<file path="config.mk">
export PLATFORM = sky130hd
export DESIGN_NAME = morse_encoder_tx
export DESIGN_NICKNAME = d
export VERILOG_FILES = /design/src/rtl/morse_pkg.sv /design/src/rtl/morse_lut.sv /design/src/rtl/morse_encoder_tx.sv
export SDC_FILE = /design/constraint.sdc
export NUM_CORES = 1
export LEC_CHECK = 0
export ABC_CLOCK_PERIOD_IN_PS = 2900
export CORE_UTILIZATION = 40
export CTS_BUF_LIST = sky130_fd_sc_hd__clkbuf_4 sky130_fd_sc_hd__clkbuf_8 sky130_fd_sc_hd__clkbuf_16
export DETAILED_ROUTE_END_ITERATION = 10
export GPL_TIMING_DRIVEN = 0
export SYNTH_ARGS = -nofsm -noshare
export SYNTH_HDL_FRONTEND = slang
export SYNTH_SLANG_ARGS = --single-unit
</file>
<file path="constraint.sdc">
create_clock -name clk -period 2.9 [get_ports clk]
set_input_delay 0.435 -clock clk [delete_from_list [all_inputs] [get_ports clk]]
set_output_delay 0.435 -clock clk [all_outputs]
set_load 0.02 [all_outputs]
</file>
<file path="src/rtl/morse_pkg.sv">
`default_nettype none
// +----------------------------------------------------------------------------+
// | Module      : morse_pkg                                                    |
// | Description : Shared Morse types, timing constants and code constructor    |
// |               for the encoder and decoder paths.                           |
// | Revision    : 1.0 - initial release                                        |
// +----------------------------------------------------------------------------+
package morse_pkg;

    // pattern is right-aligned: bit len-1 is the first element, 1 = dash
    typedef struct packed {
        logic [2:0] len;
        logic [4:0] pattern;
    } morse_code_t;

    typedef enum logic [2:0] {
        ST_IDLE     = 3'd0,
        ST_MARK     = 3'd1,
        ST_ELEM_GAP = 3'd2,
        ST_CHAR_GAP = 3'd3,
        ST_WORD_GAP = 3'd4,
        ST_ERR      = 3'd5
    } morse_state_e;

    localparam int unsigned DOT_UNITS        = 1;
    localparam int unsigned DASH_UNITS       = 3;
    localparam int unsigned ELEM_GAP_UNITS   = 1;
    localparam int unsigned CHAR_GAP_UNITS   = 3;
    localparam int unsigned WORD_EXTRA_UNITS = 4;
    localparam logic [7:0]  ASCII_SPACE      = 8'h20;

    function automatic morse_code_t mk_code(input logic [2:0] len, input logic [4:0] pat);
        morse_code_t c;
        c.len     = len;
        c.pattern = pat;
        return c;
    endfunction

endpackage
`default_nettype wire

</file>
<file path="src/rtl/morse_lut.sv">
`default_nettype none
// +----------------------------------------------------------------------------+
// | Module      : morse_lut                                                    |
// | Description : Combinational ASCII to International Morse code lookup.      |
// | Revision    : 1.0 - initial release                                        |
// +----------------------------------------------------------------------------+
module morse_lut
    import morse_pkg::*;
(
    input  logic [7:0]  i_ascii,
    output logic        o_supported,
    output logic        o_is_space,
    output morse_code_t o_code
);

    logic [7:0] w_upper;

    always_comb begin
        w_upper     = (i_ascii >= 8'h61 && i_ascii <= 8'h7A) ? (i_ascii - 8'h20) : i_ascii;
        o_supported = 1'b1;
        o_is_space  = 1'b0;
        o_code      = mk_code(3'd0, 5'b00000);
        case (w_upper)
            ASCII_SPACE: o_is_space = 1'b1;
            8'h41: o_code = mk_code(3'd2, 5'b00001); // A .-
            8'h42: o_code = mk_code(3'd4, 5'b01000); // B -...
            8'h43: o_code = mk_code(3'd4, 5'b01010); // C -.-.
            8'h44: o_code = mk_code(3'd3, 5'b00100); // D -..
            8'h45: o_code = mk_code(3'd1, 5'b00000); // E .
            8'h46: o_code = mk_code(3'd4, 5'b00010); // F ..-.
            8'h47: o_code = mk_code(3'd3, 5'b00110); // G --.
            8'h48: o_code = mk_code(3'd4, 5'b00000); // H ....
            8'h49: o_code = mk_code(3'd2, 5'b00000); // I ..
            8'h4A: o_code = mk_code(3'd4, 5'b00111); // J .---
            8'h4B: o_code = mk_code(3'd3, 5'b00101); // K -.-
            8'h4C: o_code = mk_code(3'd4, 5'b00100); // L .-..
            8'h4D: o_code = mk_code(3'd2, 5'b00011); // M --
            8'h4E: o_code = mk_code(3'd2, 5'b00010); // N -.
            8'h4F: o_code = mk_code(3'd3, 5'b00111); // O ---
            8'h50: o_code = mk_code(3'd4, 5'b00110); // P .--.
            8'h51: o_code = mk_code(3'd4, 5'b01101); // Q --.-
            8'h52: o_code = mk_code(3'd3, 5'b00010); // R .-.
            8'h53: o_code = mk_code(3'd3, 5'b00000); // S ...
            8'h54: o_code = mk_code(3'd1, 5'b00001); // T -
            8'h55: o_code = mk_code(3'd3, 5'b00001); // U ..-
            8'h56: o_code = mk_code(3'd4, 5'b00001); // V ...-
            8'h57: o_code = mk_code(3'd3, 5'b00011); // W .--
            8'h58: o_code = mk_code(3'd4, 5'b01001); // X -..-
            8'h59: o_code = mk_code(3'd4, 5'b01011); // Y -.--
            8'h5A: o_code = mk_code(3'd4, 5'b01100); // Z --..
            8'h30: o_code = mk_code(3'd5, 5'b11111);
            8'h31: o_code = mk_code(3'd5, 5'b01111);
            8'h32: o_code = mk_code(3'd5, 5'b00111);
            8'h33: o_code = mk_code(3'd5, 5'b00011);
            8'h34: o_code = mk_code(3'd5, 5'b00001);
            8'h35: o_code = mk_code(3'd5, 5'b00000);
            8'h36: o_code = mk_code(3'd5, 5'b10000);
            8'h37: o_code = mk_code(3'd5, 5'b11000);
            8'h38: o_code = mk_code(3'd5, 5'b11100);
            8'h39: o_code = mk_code(3'd5, 5'b11110);
            default: o_supported = 1'b0;
        endcase
    end

endmodule
`default_nettype wire

</file>
<file path="src/rtl/morse_encoder_tx.sv">
`default_nettype none
// +----------------------------------------------------------------------------+
// | Module      : morse_encoder_tx                                             |
// | Description : ASCII to Morse key-line transmitter with valid/ready input.  |
// |               Optional sidetone output enabled by MORSE_TX_SIDETONE_EN.    |
// | Revision    : 1.0 - initial release                                        |
// +----------------------------------------------------------------------------+
module morse_encoder_tx
    import morse_pkg::*;
#(
    parameter int unsigned UNIT_CLKS      = 5_000_000,
    parameter int unsigned TONE_HALF_CLKS = 50_000
) (
    input  logic       clk,
    input  logic       resetn,
    input  logic [7:0] char_i,
    input  logic       char_valid_i,
    output logic       char_ready_o,
    output logic       key_o,
    output logic       busy_o,
    output logic       err_o,
    output logic       tone_o
);

    localparam int unsigned         c_CNT_W    = (UNIT_CLKS > 1) ? $clog2(UNIT_CLKS) : 1;
    localparam logic [c_CNT_W-1:0] c_CLK_LAST = c_CNT_W'(UNIT_CLKS - 1);
    localparam logic [c_CNT_W-1:0] c_CLK_PEN  = c_CNT_W'((UNIT_CLKS > 1) ? (UNIT_CLKS - 2) : 0);

    if (UNIT_CLKS < 1 || TONE_HALF_CLKS < 1) begin : g_param_check
        $error("morse_encoder_tx: UNIT_CLKS and TONE_HALF_CLKS must be >= 1");
    end

    morse_state_e        r_state, w_state_next;
    logic [c_CNT_W-1:0]  r_clk_cnt;
    logic [1:0]          r_unit_cnt;
    logic [2:0]          r_elem_idx;
    logic [2:0]          r_len;
    logic [4:0]          r_shift;

    logic                w_supported, w_is_space, w_accept;
    logic                w_unit_done, w_mark_done, w_last_elem;
    morse_code_t         w_code;

    morse_lut u_lut (
        .i_ascii     (char_i),
        .o_supported (w_supported),
        .o_is_space  (w_is_space),
        .o_code      (w_code)
    );

    // The trailing gap ends one cycle early: the IDLE/accept cycle supplies the
    // last key-up clock, so streamed characters keep exact unit spacing.
    function automatic logic final_gap_done(input logic [1:0] unit, input logic [c_CNT_W-1:0] cnt,
                                            input int unsigned units);
        if (UNIT_CLKS == 1) return unit == 2'(units - 2);
        else                return (unit == 2'(units - 1)) && (cnt == c_CLK_PEN);
    endfunction

    assign w_accept    = char_valid_i && (r_state == ST_IDLE);
    assign w_unit_done = (r_clk_cnt == c_CLK_LAST);
    assign w_mark_done = w_unit_done &&
                         (r_shift[4] ? (r_unit_cnt == 2'(DASH_UNITS - 1)) : (r_unit_cnt == 2'(DOT_UNITS - 1)));
    assign w_last_elem = (r_elem_idx == (r_len - 3'd1));

    always_ff @(posedge clk) begin
        if (!resetn) r_state <= ST_IDLE;
        else         r_state <= w_state_next;
    end

    always_comb begin
        w_state_next = r_state;
        case (r_state)
            ST_IDLE: begin
                if (w_accept) begin
                    if (!w_supported)   w_state_next = ST_ERR;
                    else if (w_is_space) w_state_next = ST_WORD_GAP;
                    else                 w_state_next = ST_MARK;
                end
            end
            ST_MARK: begin
                if (w_mark_done) w_state_next = w_last_elem ? ST_CHAR_GAP : ST_ELEM_GAP;
            end
            ST_ELEM_GAP: begin
                if (w_unit_done && r_unit_cnt == 2'(ELEM_GAP_UNITS - 1)) w_state_next = ST_MARK;
            end
            ST_CHAR_GAP: begin
                if (final_gap_done(r_unit_cnt, r_clk_cnt, CHAR_GAP_UNITS)) w_state_next = ST_IDLE;
            end
            ST_WORD_GAP: begin
                if (final_gap_done(r_unit_cnt, r_clk_cnt, WORD_EXTRA_UNITS)) w_state_next = ST_IDLE;
            end
            ST_ERR:  w_state_next = ST_IDLE;
            default: w_state_next = ST_IDLE;
        endcase
    end

    always_comb begin
        char_ready_o = (r_state == ST_IDLE);
        busy_o       = (r_state != ST_IDLE);
        key_o        = (r_state == ST_MARK);
        err_o        = (r_state == ST_ERR);
    end

    // Timing counters restart on every state change
    always_ff @(posedge clk) begin
        if (!resetn || (w_state_next != r_state) || (r_state == ST_IDLE)) begin
            r_clk_cnt  <= '0;
            r_unit_cnt <= 2'd0;
        end else if (w_unit_done) begin
            r_clk_cnt  <= '0;
            r_unit_cnt <= r_unit_cnt + 2'd1;
        end else begin
            r_clk_cnt  <= r_clk_cnt + c_CNT_W'(1);
        end
    end

    // Pattern is left-aligned at capture so the current element is always r_shift[4]
    always_ff @(posedge clk) begin
        if (!resetn) begin
            r_shift    <= 5'b00000;
            r_len      <= 3'd0;
            r_elem_idx <= 3'd0;
        end else if (w_accept) begin
            r_shift    <= w_code.pattern << (3'd5 - w_code.len);
            r_len      <= w_code.len;
            r_elem_idx <= 3'd0;
        end else if (r_state == ST_ELEM_GAP && w_state_next == ST_MARK) begin
            r_shift    <= {r_shift[3:0], 1'b0};
            r_elem_idx <= r_elem_idx + 3'd1;
        end
    end

`ifdef MORSE_TX_SIDETONE_EN
    localparam int unsigned               c_TONE_W    = (TONE_HALF_CLKS > 1) ? $clog2(TONE_HALF_CLKS) : 1;
    localparam logic [c_TONE_W-1:0]      c_TONE_LAST = c_TONE_W'(TONE_HALF_CLKS - 1);

    logic                r_tone;
    logic [c_TONE_W-1:0] r_tone_cnt;
    logic                w_key_next;

    assign w_key_next = (w_state_next == ST_MARK);

    always_ff @(posedge clk) begin
        if (!resetn || !w_key_next) begin
            r_tone     <= 1'b0;
            r_tone_cnt <= '0;
        end else if (!key_o) begin
            r_tone     <= 1'b1;
            r_tone_cnt <= '0;
        end else if (r_tone_cnt == c_TONE_LAST) begin
            r_tone     <= ~r_tone;
            r_tone_cnt <= '0;
        end else begin
            r_tone_cnt <= r_tone_cnt + c_TONE_W'(1);
        end
    end

    assign tone_o = key_o & r_tone;
`else
    assign tone_o = 1'b0;
`endif

endmodule
`default_nettype wire

</file>
Yosys cells after proc, flatten, opt, wreduce, memory -nomap -nowiden:

Cells that the tools add are included.

* memory bits (read-only): 0
* memories: 0
* word-level logic and storage cells: 100
* RAM bits: 0
* latch bits: 0
* bits of input ports: 11
* bits in registers: 39

* $lt $le $gt $ge: 2
* bitwise gates (word level): 1
* div/mod/pow operators: 0
* add/sub/neg operators: 6
* mux-type cells: 18
* reduce and logical (&&, ||, !) cells: 17
* shift-type cells: 1
* equality and inequality tests: 49
* $mul: 0

Operators by type and width (number)
* $pmux 8 s36: 1
* $eq 8x7->1 const B: 26
* $eq 8x6->1 const B: 11
* $eq 23x23->1 const B: 2
* $reduce_or 37->1: 1
* $add 23x1->23 const B: 1
* $mux 3: 7
* $pmux 3 s5: 1
* $mux 5: 2
* $ge 8x7->1 const B: 1
* $le 8x7->1 const B: 1
* $mux 8: 1
* $sub 8x6->8 const B: 1
* $logic_and 1x1->1: 7
* $eq 3x1->1 const B: 2
* $eq 3x2->1 const B: 2
* $eq 3x3->1 const B: 2
* $mux 1: 6
* $shl 5x3->5: 1
* $eq 2x2->1 const B: 2
* $reduce_or 2->1: 2
* $add 3x1->3 const B: 1
* $eq 3x3->1: 1
* $logic_not 3->1: 1
* other kinds (10): 11

Logic depth before layout (Yosys ltp):

Gate-level depths: netlist of run 1.

* word-level depth: 13
* gate-level depth with buffers: 10
* mapped depth without buffers: 9

Modules after synthesis:

Synthesis of run 1 repeated with hierarchy kept, for this count alone.

* cells, all modules: 357
* area total of the unflattened synthesis: 2837.7 sq um

By module, submodules not included
* morse_encoder_tx: cells an instance 247, area an instance 2107.0 sq um, times used 1
* morse_lut: cells an instance 110, area an instance 730.7 sq um, times used 1

Least setup slack after synthesis of run 1:

No wires, ideal clock.

* path kind: input -> register
* start point: in char_i[5]
* end point: reg r_shift[2]
* path slack: 0.460 ns
* stages on the path: 9
* arrival: 2.337 ns
* cell sequence: inv_1 -> ha_1 -> o21ai_0 -> nor3b_1 -> a32o_1 -> buf_4 -> mux2i_1 -> mux2_2 -> a2111oi_2

* cells in the longest elaborated chain, start to end: 12
* elaborated cells on any way between the ends: 56
* those cells by class: add/sub (2); order compare (2); eq/ne (38); shift (1); mux (9); reduce/logical (4)

RTL lines
* start, declared: line morse_encoder_tx.sv:16 `input logic [7:0] char_i,`
* $ge 8x7->1 or $le 8x7->1 (tied branches): line morse_lut.sv:19 `w_upper = (i_ascii >= 8'h61 && i_ascii <= 8'h7A) ? (i_ascii - 8'h20) : i_ascii;`
* $logic_and 1x1->1: line morse_lut.sv:19
* $mux 8 (*): line morse_lut.sv:19
* $eq 8x6->1 or $eq 8x7->1 (tied branches): line morse_lut.sv:23 `case (w_upper)`
* $reduce_or 37->1 (no line) or $mux 1 (tied branches)
* $mux 1 or $mux 3 (tied branches): line morse_lut.sv:23, morse_encoder_tx.sv:76
* $mux 3: line morse_encoder_tx.sv:75 `if (!w_supported) w_state_next = ST_ERR;`
* $mux 3: line morse_encoder_tx.sv:74 `if (w_accept) begin`
* $pmux 3 s5: line morse_encoder_tx.sv:72 `case (r_state)`
* $eq 3x1->1: line morse_encoder_tx.sv:127 `end else if (r_state == ST_ELEM_GAP && w_state_next == ST_MARK) begin`
* $logic_and 1x1->1: line morse_encoder_tx.sv:127
* $reduce_bool 2->1 (no line)
* end signal, assigned: line morse_encoder_tx.sv:124 `r_shift <= w_code.pattern << (3'd5 - w_code.len);`
* end signal, assigned: line morse_encoder_tx.sv:128 `r_shift <= {r_shift[3:0], 1'b0};`
* end, declared: line morse_encoder_tx.sv:38 `logic [4:0] r_shift;`

Mark *: on every way between the ends. The rest lies on a longest branch, timed or not.
A chain may end at the register's enable or synchronous reset.

Worst setup path in the final report of run 1:

* start point: in char_i[4]
* end point: reg r_shift[2]

The elaborated chain is that of the path after synthesis.

==> results.yml, run 1 <==
cells_and_area:
  area_growth_pct: 11.89
  fillers: 752
  final_core_util: 0.4603
  fin_nets: 408
  diodes: 0
  post_route_cells_drive_above_1_share: 0.1487
timing:
  tightest_slew_ns: 0.6528
  fmax_ghz: 0.3669
  drv_slew: 0
  hold_viol: 0
  rsz0062_at_grt: "false"
  skew_ns: 0.006338
  post-route-period-util: 0.9399
  setup_viol: 0
  finalCriticalPeriod_ns: 2.726
  max-slew-margin-rel: 0.5648
  setup_slack_ns: 0.1744
yosys:
  syn_area_um2: 2968
  synth_commonest_cells: "dfxtp_1, nor2_1, nand2_1"
  synth.most_common_cell: "dfxtp_1"
  syn-num-nets: 388
  ys_ff_latch: 39
  ys_seq_area_frac: 0.2631
  ys_warn_count: 0
  synth_ff_type: "dfxtp_1"
  synth_edf_count: 0
  synthCells: 369
  synth_top_area_share: 0.2631
  syn_avg_cell_area_um2: 8.043
  yosys-top-cells-area: "dfxtp_1, xor2_1, nor2_1, a21oi_1, xnor2_1"
  ys_async_sr_fraction: 0
  synth_top_cell_by_area: "dfxtp_1"
  synth_cell_types: 72
die:
  die_h_um: 88.14
  fp.dieArea_um2: 7768
  start_util: 0.4114
  core-area_um2: 7214
  ios: 16
  dieWidth_um: 88.14
  rows: 31
hold_path:
  holdCritPathClass: "register to register"
detailed_routing:
  antenna_left: 0
  drt-total-wl_um: 7107
  vias: 2695
  wire_per_inst_um: 14.53
  first_pass_iters: 4
  viasPerCell: 5.511
  drc: 0
  drtIter0Drc: 169
flow_run:
  cap_violations: 0
critical_path:
  cp_top_family: "buffers and inverters"
  cp-end-kind: "register"
  cp_data_required_time_ns: 3.10
  start_kind: "input pin"
  path_cells: "clkdlybuf4s50_1, buf_2, buf_4, inv_1, a311oi_1, nor2_1, mux2_2, a2111oi_2"
  worstPathArrival_ns: 2.92
  critical_path_class: "input pin to register"
  critical_path.slowest_cell: "clkdlybuf4s50_1"
  critPathMaxStageDelay_ns: 0.59
  worstPathMaxFanout: 10
  crit_buf_inv: 4
clocking:
  post_cts_buffers: 0
  h-tree-depth: 2
  numClockSinks: 39
  cts_tree: "yes"
  ctsHoldBuffers: 0
  cts_max_path_buffers: 2
  cts_made_buffers: 5
  path_clk_slew_ns: 0.08
  clkLatencyLatePin_ns: 0.30
  clockRootBuffer: "clkbuf_8"
place:
  io_buffers: 13
  post-place-ws_ns: -0.5100
  routabilityCongestion: 0.8903
  hpwl_um: 5223
power_and_ir_drop:
  p_leak_nw: 1.141
  ir_drop_mv: 0.2033
  powerDensity_nw_per_um2: 368.4
grt:
  globalRouteOverflowTotal: 0
  grt_pass1_wl_um: 11670
  grtUsageTotal: 0.1935
  grt_pass1_vias: 2516
  antenna_found_initial: 0
  grt_max_degree: 13
outcome:
  status: "complete, no violations"
## power by group
group	switching [W]	internal, W
Sequential	0.00000884	0.000546
Combinational	0.000171	0.000115
Clock	0.000205	0.000178
Total	0.000384	0.000839
## metal layers
metal,share of wire,global-route usage,up-vias
met3,0.043,0.03582,13
met4,0.018,0.08798,0
met5,0,0,-
li1,-,-,1360
met2,0.45,0.2988,66
met1,0.49,0.2620,1256
## cells by family (layout without fill, tap and decap cells)
kind of cell / count (synthesis) / after routing / share of synthesized area
compound gates: 77 / 77 / 0.1880
xor+xnor: 30 / 30 / 0.08853
fa+ha+maj: 8 / 8 / 0.03373
buf+inv: 43 / 64 / 0.07378
flops: 39 / 39 / 0.2631
mux: 9 / 9 / 0.03078
other cells: 1 / 1 / 0.001264
simple gates: 162 / 162 / 0.3208
## sequential cells by signal, summed over array words and instances, names as in the netlist
name and cells:
r_len 3, r_unit_cnt 2, r_clk_cnt 23, r_shift 5, r_state 3, r_elem_idx 3
## worst min-delay path, delay by kind of cell, from the launching register on
kind	cells	cell delay [ns]
DFF	1	0.32
AOI/OAI and AO/OA	1	0.06
and+or+nand+nor	1	0.05
## placed cells by master (no fill, tap or decap), types with 7 or more instances in the layout
cell,n
clkdlybuf4s50_1,11
nand3_1,14
nand2_1,25
o21ai_0,15
inv_1,20
mux2i_1,8
ha_1,8
a21oi_1,22
nor2_1,34
buf_2,9
nor3_1,16
xor2_1,18
dfxtp_1,39
xnor2_1,12
nand4_1,8
nand2b_1,10
nor3_2,7
clkbuf_1,7
## final timing paths
kind / slack, ns / from / end / cells after the start
worst max-delay path: 0.17 / char_i[4] / r_shift[2] / 8
worst min-delay path: 0.48 / r_len[2] / r_len[2] / 2
worst max register to register: 0.54 / r_clk_cnt[6] / r_clk_cnt[14] / 8
worst min register to register: 0.48 / r_len[2] / r_len[2] / 2
## metrics by stage
stage,area (µm²),power (W),setup TNS [ns],instances,hold WS (ns)
6_report,3321,0.001223,0,489,0.4767
5_1_grt,3321,0.001285,0,489,0.5040
2_1_floorplan,2968,0.0007649,0,369,0.4488
3_3_place_gp,3222,0.0008480,-1.741,481,0.4614
4_1_cts,3318,0.001233,0,489,0.4800
3_5_place_dp,3222,0.0008494,-1.475,481,0.4661
## cell type report
cell class                 count  area [µm²]  share of cell area
buffer                        23       143.9             0.04333
clock buffer                   6       76.32             0.02298
clock inverter                 2       12.51            0.003768
inverter                      20       75.07             0.02261
multi-input combinational    287        1977              0.5953
sequential                    39       780.7              0.2351
tap                           99       123.9             0.03730
timing repair buffer          13       131.4             0.03956
## timing repair
action / CTS / global route
endpoints found under the setup margin: 2 / 1
gates cloned: 0 / 0
resized for setup: 4 / 1
(Power assumes the default switching activity.)
==> run 2, diff against run 1 <==
ABC_AREA = 1   (was default)
CORE_ASPECT_RATIO = 1.4   (was default)
==> results.yml, run 2 <==
outcome:
  status: "complete, no violations"
yosys:
  synth_ff_type: "dfxtp_1"
  ys_ff_latch: 39
  synth.most_common_cell: "nand2_1"
  synth_compound_area_frac: 0.09868
  ys_seq_area_frac: 0.2576
  ys_async_sr_fraction: 0
  synth_top_family_by_area: "simple AND/OR/NAND/NOR gates"
  synth_commonest_cells: "nand2_1, inv_1, nor2_1"
  syn_area_um2: 3030
  synthCells: 467
  yosys-top-cells-area: "dfxtp_1, nand2_1, inv_1, nand3_1, nor2_1"
  synth_mux_area_frac: 0
  synth_top_area_share: 0.2576
  yosys.area_share.simple: 0.4344
  synth-xor-area-share: 0.05491
  synth_cell_types: 40
  synth_top_cell_by_area: "dfxtp_1"
  syn_avg_cell_area_um2: 6.489
  synth_edf_count: 0
  ys_warn_count: 0
  synth_adder_area_share: 0.03303
  syn-num-nets: 486
die:
  die_h_um: 105.0
  fp.dieArea_um2: 7933
  dieWidth_um: 75.56
  ios: 16
  start_util: 0.4117
  rows: 37
  core-area_um2: 7361
critical_path:
  rr_startpoint: "r_clk_cnt[1]"
  cpMostUsedCell: "nand2_1"
  worstPathArrival_ns: 2.86
  start_kind: "input pin"
  rr_worst_depth: 15
  r2r_setup_slack_ns: 0.41
  worstPathMaxFanout: 10
  critical_path.slowest_cell: "clkdlybuf4s50_1"
  crit_start: "char_i[4]"
  reg2reg_to: "r_clk_cnt[22]"
  critical_path_class: "input pin to register"
  cp_data_required_time_ns: 3.09
  cp-end-kind: "register"
  critPathMaxStageDelay_ns: 0.57
  crit_end: "r_clk_cnt[4]"
  path_cells: "clkdlybuf4s50_1, nand2_1, o21ai_2, inv_1, nand2_2, nand2_2, nand2_1, inv_2, nor2_4, nand2_4, inv_2, o31ai_4, nand2_1, nor2_1, nand3_2, nand3_2, nand3_4, buf_6, nor2_2"
power_and_ir_drop:
  p_sw_w: 0.0003762
  powerDensity_nw_per_um2: 372.4
  finalPower_w: 0.001272
  ir_drop_mv: 0.2070
  pwr-share-comb: 0.203
  p_sw_frac: 0.2959
  clkPwrFrac: 0.359
  p_leak_nw: 1.508
  p_int_w: 0.0008954
  p_seq_frac: 0.438
clocking:
  clockRootBuffer: "clkbuf_8"
  cts_max_path_buffers: 2
  ctsHoldBuffers: 0
  clkLatencyLatePin_ns: 0.29
  h-tree-depth: 2
  numClockSinks: 39
  cts_made_buffers: 5
  cts_tree: "yes"
  path_clk_slew_ns: 0.08
detailed_routing:
  wire_per_inst_um: 11.20
  drt-total-wl_um: 6564
  drc: 0
  drtIter0Drc: 142
  viasPerCell: 4.923
  antenna_left: 0
  vias: 2885
  first_pass_iters: 4
grt:
  grtUsageTotal: 0.1756
  globalRouteOverflowTotal: 0
  grt_pass1_vias: 2643
  grt_pass1_wl_um: 11120
  antenna_found_initial: 0
  grt_max_degree: 14
place:
  hpwl_um: 5206
  routabilityCongestion: 0.8698
  dpl.cell_count: 576
  post-place-ws_ns: -0.2264
  io_buffers: 12
timing:
  skew_ns: 0.01036
  drv_slew: 0
  setup_slack_ns: 0.2344
  tightest_slew_ns: 0.5298
  setup_viol: 0
  max-slew-margin-rel: 0.6441
  finalCriticalPeriod_ns: 2.666
  rsz0062_at_grt: "false"
  fin_hold_ws_ns: 0.4033
  hold_viol: 0
  post-route-period-util: 0.9192
  fmax_ghz: 0.3751
cells_and_area:
  largest_register_ffs: 23
  diodes: 0
  mostFrequentLayoutCell: "nand2_1"
  post_route_cells_drive_above_1_share: 0.1329
  final_cell_mix: "nand2_1, inv_1, nor2_1"
  fillers: 773
  reg.largest.list: "r_clk_cnt x23, r_shift x5"
  fin_nets: 507
  finalNonFillerCells: 586
  area_growth_pct: 12.68
  regMostFlops: "r_clk_cnt"
hold_path:
  holdCritPathClass: "input pin to register"
flow_run:
  cap_violations: 0
[run 2: cell count changes after synthesis, sizes merged, moves of 8 or more]
cell / change
nand2: +68
nor2: +47
buf: -9
mux2i: -8
inv: +57
nand2b: -10
nor3: -12
nand3: +44
[run 2: worst min-delay path by stage]
stage / start / to / slack, ns / cells after the start
floorplan: r_clk_cnt[0] / r_clk_cnt[0] / 0.42 / 1
global placement: r_clk_cnt[0] / r_clk_cnt[0] / 0.43 / 1
detailed placement: r_clk_cnt[0] / r_clk_cnt[0] / 0.44 / 1
CTS: resetn / r_state[1] / 0.40 / 3
global route: resetn / r_state[1] / 0.42 / 3
finish: resetn / r_state[1] / 0.40 / 3
[run 2: final cells by class]
class	instances	area, µm²	share of cell area
Multi-Input combinational cell	343	1903	0.5573
Sequential cell	39	780.7	0.2287
Inverter	77	289.0	0.08465
Timing Repair Buffer	13	132.6	0.03884
Tap cell	97	121.4	0.03554
Buffer	9	75.07	0.02199
Clock buffer	5	68.82	0.02015
Clock inverter	3	43.79	0.01283
[run 2: power groups by stage]
stage	logic, W	registers (W)	clock network (W)
final	0.000259	0.000557	0.000456
after global routing	0.000290	0.000559	0.000488
after CTS	0.000253	0.000557	0.000472
after detailed placement	0.000253	0.000569	0
after global placement	0.000249	0.000569	0
after floorplan	0.000182	0.000567	0
[run 2: layer usage]
metal / vias up / global-route usage / wire (µm)
met2: 51 / 0.3093 / 3338
met1: 1284 / 0.2046 / 2878
li1: 1535 / - / -
met3: 15 / 0.01929 / 146
met5: - / 0 / 0
met4: 0 / 0.07937 / 200
[run 2: critical path, delay by kind of cell]
kind                   cells  cell delay (ns)
AND/OR/NAND/NOR           12             1.19
AO/OA/AOI/OAI              2             0.25
buffers and inverters      5             0.99
[run 2: logic make-up (layout without fill, tap and decap cells)]
kind of cell | count (synthesis) | after routing
simple gates | 267 | 268
buf+inv | 86 | 107
compound gates | 47 | 47
flops | 39 | 39
xor+xnor | 19 | 19
fa+ha+maj | 8 | 8
other cells | 1 | 1
[run 2: timing repair]
item | 4_1_cts | 5_1_grt
hold endpoints to repair | 0 | 0
setup buffers | 0 | 1
endpoints found under the setup margin | 0 | 26
resized for setup | 0 | 6
[run 2: stage by stage]
stage / area (µm²) / setup TNS (ns) / utilization
2_1_floorplan: 3030 / 0 / -
3_3_place_gp: 3272 / -3.055 / 0.4445
3_5_place_dp: 3272 / -4.781 / 0.4445
4_1_cts: 3385 / 0 / 0.4598
5_1_grt: 3415 / 0 / 0.4639
6_report: 3415 / 0 / 0.4639
==> run 3, diff against run 2 <==
DONT_BUFFER_PORTS = 1   (was default)
==> results.yml, run 3 (synthesis gave the netlist of run 2 again) <==
power_and_ir_drop:
  finalPower_w: 0.001247
  ir_drop_mv: 0.2284
  powerDensity_nw_per_um2: 381.5
  p_leak_nw: 1.439
critical_path:
  reg2reg_to: "r_clk_cnt[22]"
  critical_path_class: "register to register"
  cp_data_required_time_ns: 3.14
  critPathMaxStageDelay_ns: 0.35
  start_kind: "register"
  worstPathMaxFanout: 3
  cp-end-kind: "register"
  worstPathArrival_ns: 2.70
  rr_worst_depth: 15
  path_cells: "ha_1, inv_1, nor2_1, nand2_1, nor3_2, nand2_1, nor2_1, nand3_1, nor3_2, nand4_1, nor2_1, nand3_1, xnor2_1, inv_1, nor2_1"
  critical_path.slowest_cell: "dfxtp_1"
  r2r_setup_slack_ns: 0.44
  cp_top_family: "simple AND/OR/NAND/NOR gates"
  cpMostUsedCell: "nor2_1"
  rr_startpoint: "r_clk_cnt[1]"
  crit_buf_inv: 2
place:
  io_buffers: 0
  routabilityCongestion: 0.8526
  dpl.cell_count: 564
  hpwl_um: 5253
clocking:
  ctsHoldBuffers: 0
  h-tree-depth: 2
  cts_resized: 0
  path_clk_slew_ns: 0.08
  cts_max_path_buffers: 2
  clockRootBuffer: "clkbuf_8"
  post_cts_buffers: 0
  clkLatencyLatePin_ns: 0.30
  cts_made_buffers: 5
  cts_tree: "yes"
  numClockSinks: 39
detailed_routing:
  drt-total-wl_um: 6374
  viasPerCell: 4.934
  drc: 0
  vias: 2822
  first_pass_iters: 5
  antenna_left: 0
  wire_per_inst_um: 11.14
  drtIter0Drc: 95
timing:
  fmax_ghz: 0.4059
  max-slew-margin-rel: 0.4314
  hold_viol: 0
  tns_ns: 0
  finalCriticalPeriod_ns: 2.463
  post-route-period-util: 0.8495
  skew_ns: 0.01134
  drv_slew: 0
  rsz0062_at_grt: "false"
  tightest_slew_ns: 0.8464
  setup_viol: 0
die:
  dieWidth_um: 75.56
  start_util: 0.4117
  ios: 16
  die_h_um: 105.0
  core-area_um2: 7361
  rows: 37
  fp.dieArea_um2: 7933
hold_path:
  holdCritPathClass: "input pin to register"
  min_from: "resetn"
  holdPathStages: 3
  min_to: "r_state[1]"
cells_and_area:
  largest_register_ffs: 23
  area_growth_pct: 7.886
  reg.largest.list: "r_clk_cnt x23, r_shift x5"
  fin_nets: 493
  final_core_util: 0.4442
  finalNonFillerCells: 572
  mostFrequentLayoutCell: "nand2_1"
  diodes: 0
  final_cell_mix: "nand2_1, inv_1, nor2_1"
  regMostFlops: "r_clk_cnt"
  post_route_cells_drive_above_1_share: 0.1263
grt:
  antenna_found_initial: 0
  globalRouteOverflowTotal: 0
  grtUsageTotal: 0.1746
  grt_max_degree: 13
  grt_pass1_wl_um: 10950
  grt_pass1_vias: 2646
outcome:
  status: "complete, no violations"
flow_run:
  cap_violations: 0
## run 3: cell count changes in the layout (fill, tap and decap cells not counted), sizes merged
cell,before,now
clkinv,2,1
clkbuf,7,8
nor2,85,84
dlymetal6s2s,2,0
clkdlybuf4s50,10,0
buf,8,7
## run 3: area by class of cell
type | instances | area [µm²]
Inverter | 77 | 289.0
Sequential cell | 39 | 780.7
Buffer | 9 | 75.07
Tap cell | 97 | 121.4
Clock buffer | 6 | 82.58
Fill cell | 783 | 4091
Clock inverter | 2 | 35.03
Multi-Input combinational cell | 342 | 1886
## run 3: how the worst max path moves through the flow
stage	start	to	slack, ns	depth (start not counted)
floorplan	char_i[1]	r_clk_cnt[3]	0.70	18
global placement	char_i[1]	r_clk_cnt[4]	0.36	16
detailed placement	char_i[1]	r_clk_cnt[4]	0.33	16
CTS	r_clk_cnt[1]	r_clk_cnt[22]	0.41	15
global route	r_clk_cnt[1]	r_clk_cnt[22]	0.10	15
finish	r_clk_cnt[1]	r_clk_cnt[22]	0.44	15
## run 3: power breakdown
group	switching (W)	internal (W)	leakage (nW)
Sequential	0.00000903	0.000548	0.315
Clock	0.000190	0.000278	0.0612
Combinational	0.000154	0.0000678	1.06
Total	0.000353	0.000894	1.44
## run 3: per-layer routing
metal,vias to the layer above,global-route usage,wire length [µm]
li1,1505,-,-
met1,1265,0.1845,2662
met2,41,0.3208,3365
met3,11,0.03472,197
met4,0,0.07275,148
met5,-,0,0
## run 3: worst register-to-register path, delay by kind of cell, from the launching register on
family        cells  cell delay, ns
simple gates     11            1.62
flops             1            0.35
fa+ha+maj         1            0.19
xor+xnor          1            0.14
buf+inv           2            0.11
## run 3: metrics by stage
stage	cell area (µm²)	hold WS, ns	setup slack (ns)
global placement	3152	0.4336	0.3628
CTS	3269	0.3887	0.4067
detailed placement	3152	0.4375	0.3343
global route	3269	0.4132	0.1002
floorplan	3030	0.4173	0.6987
finish	3269	0.3973	0.4366
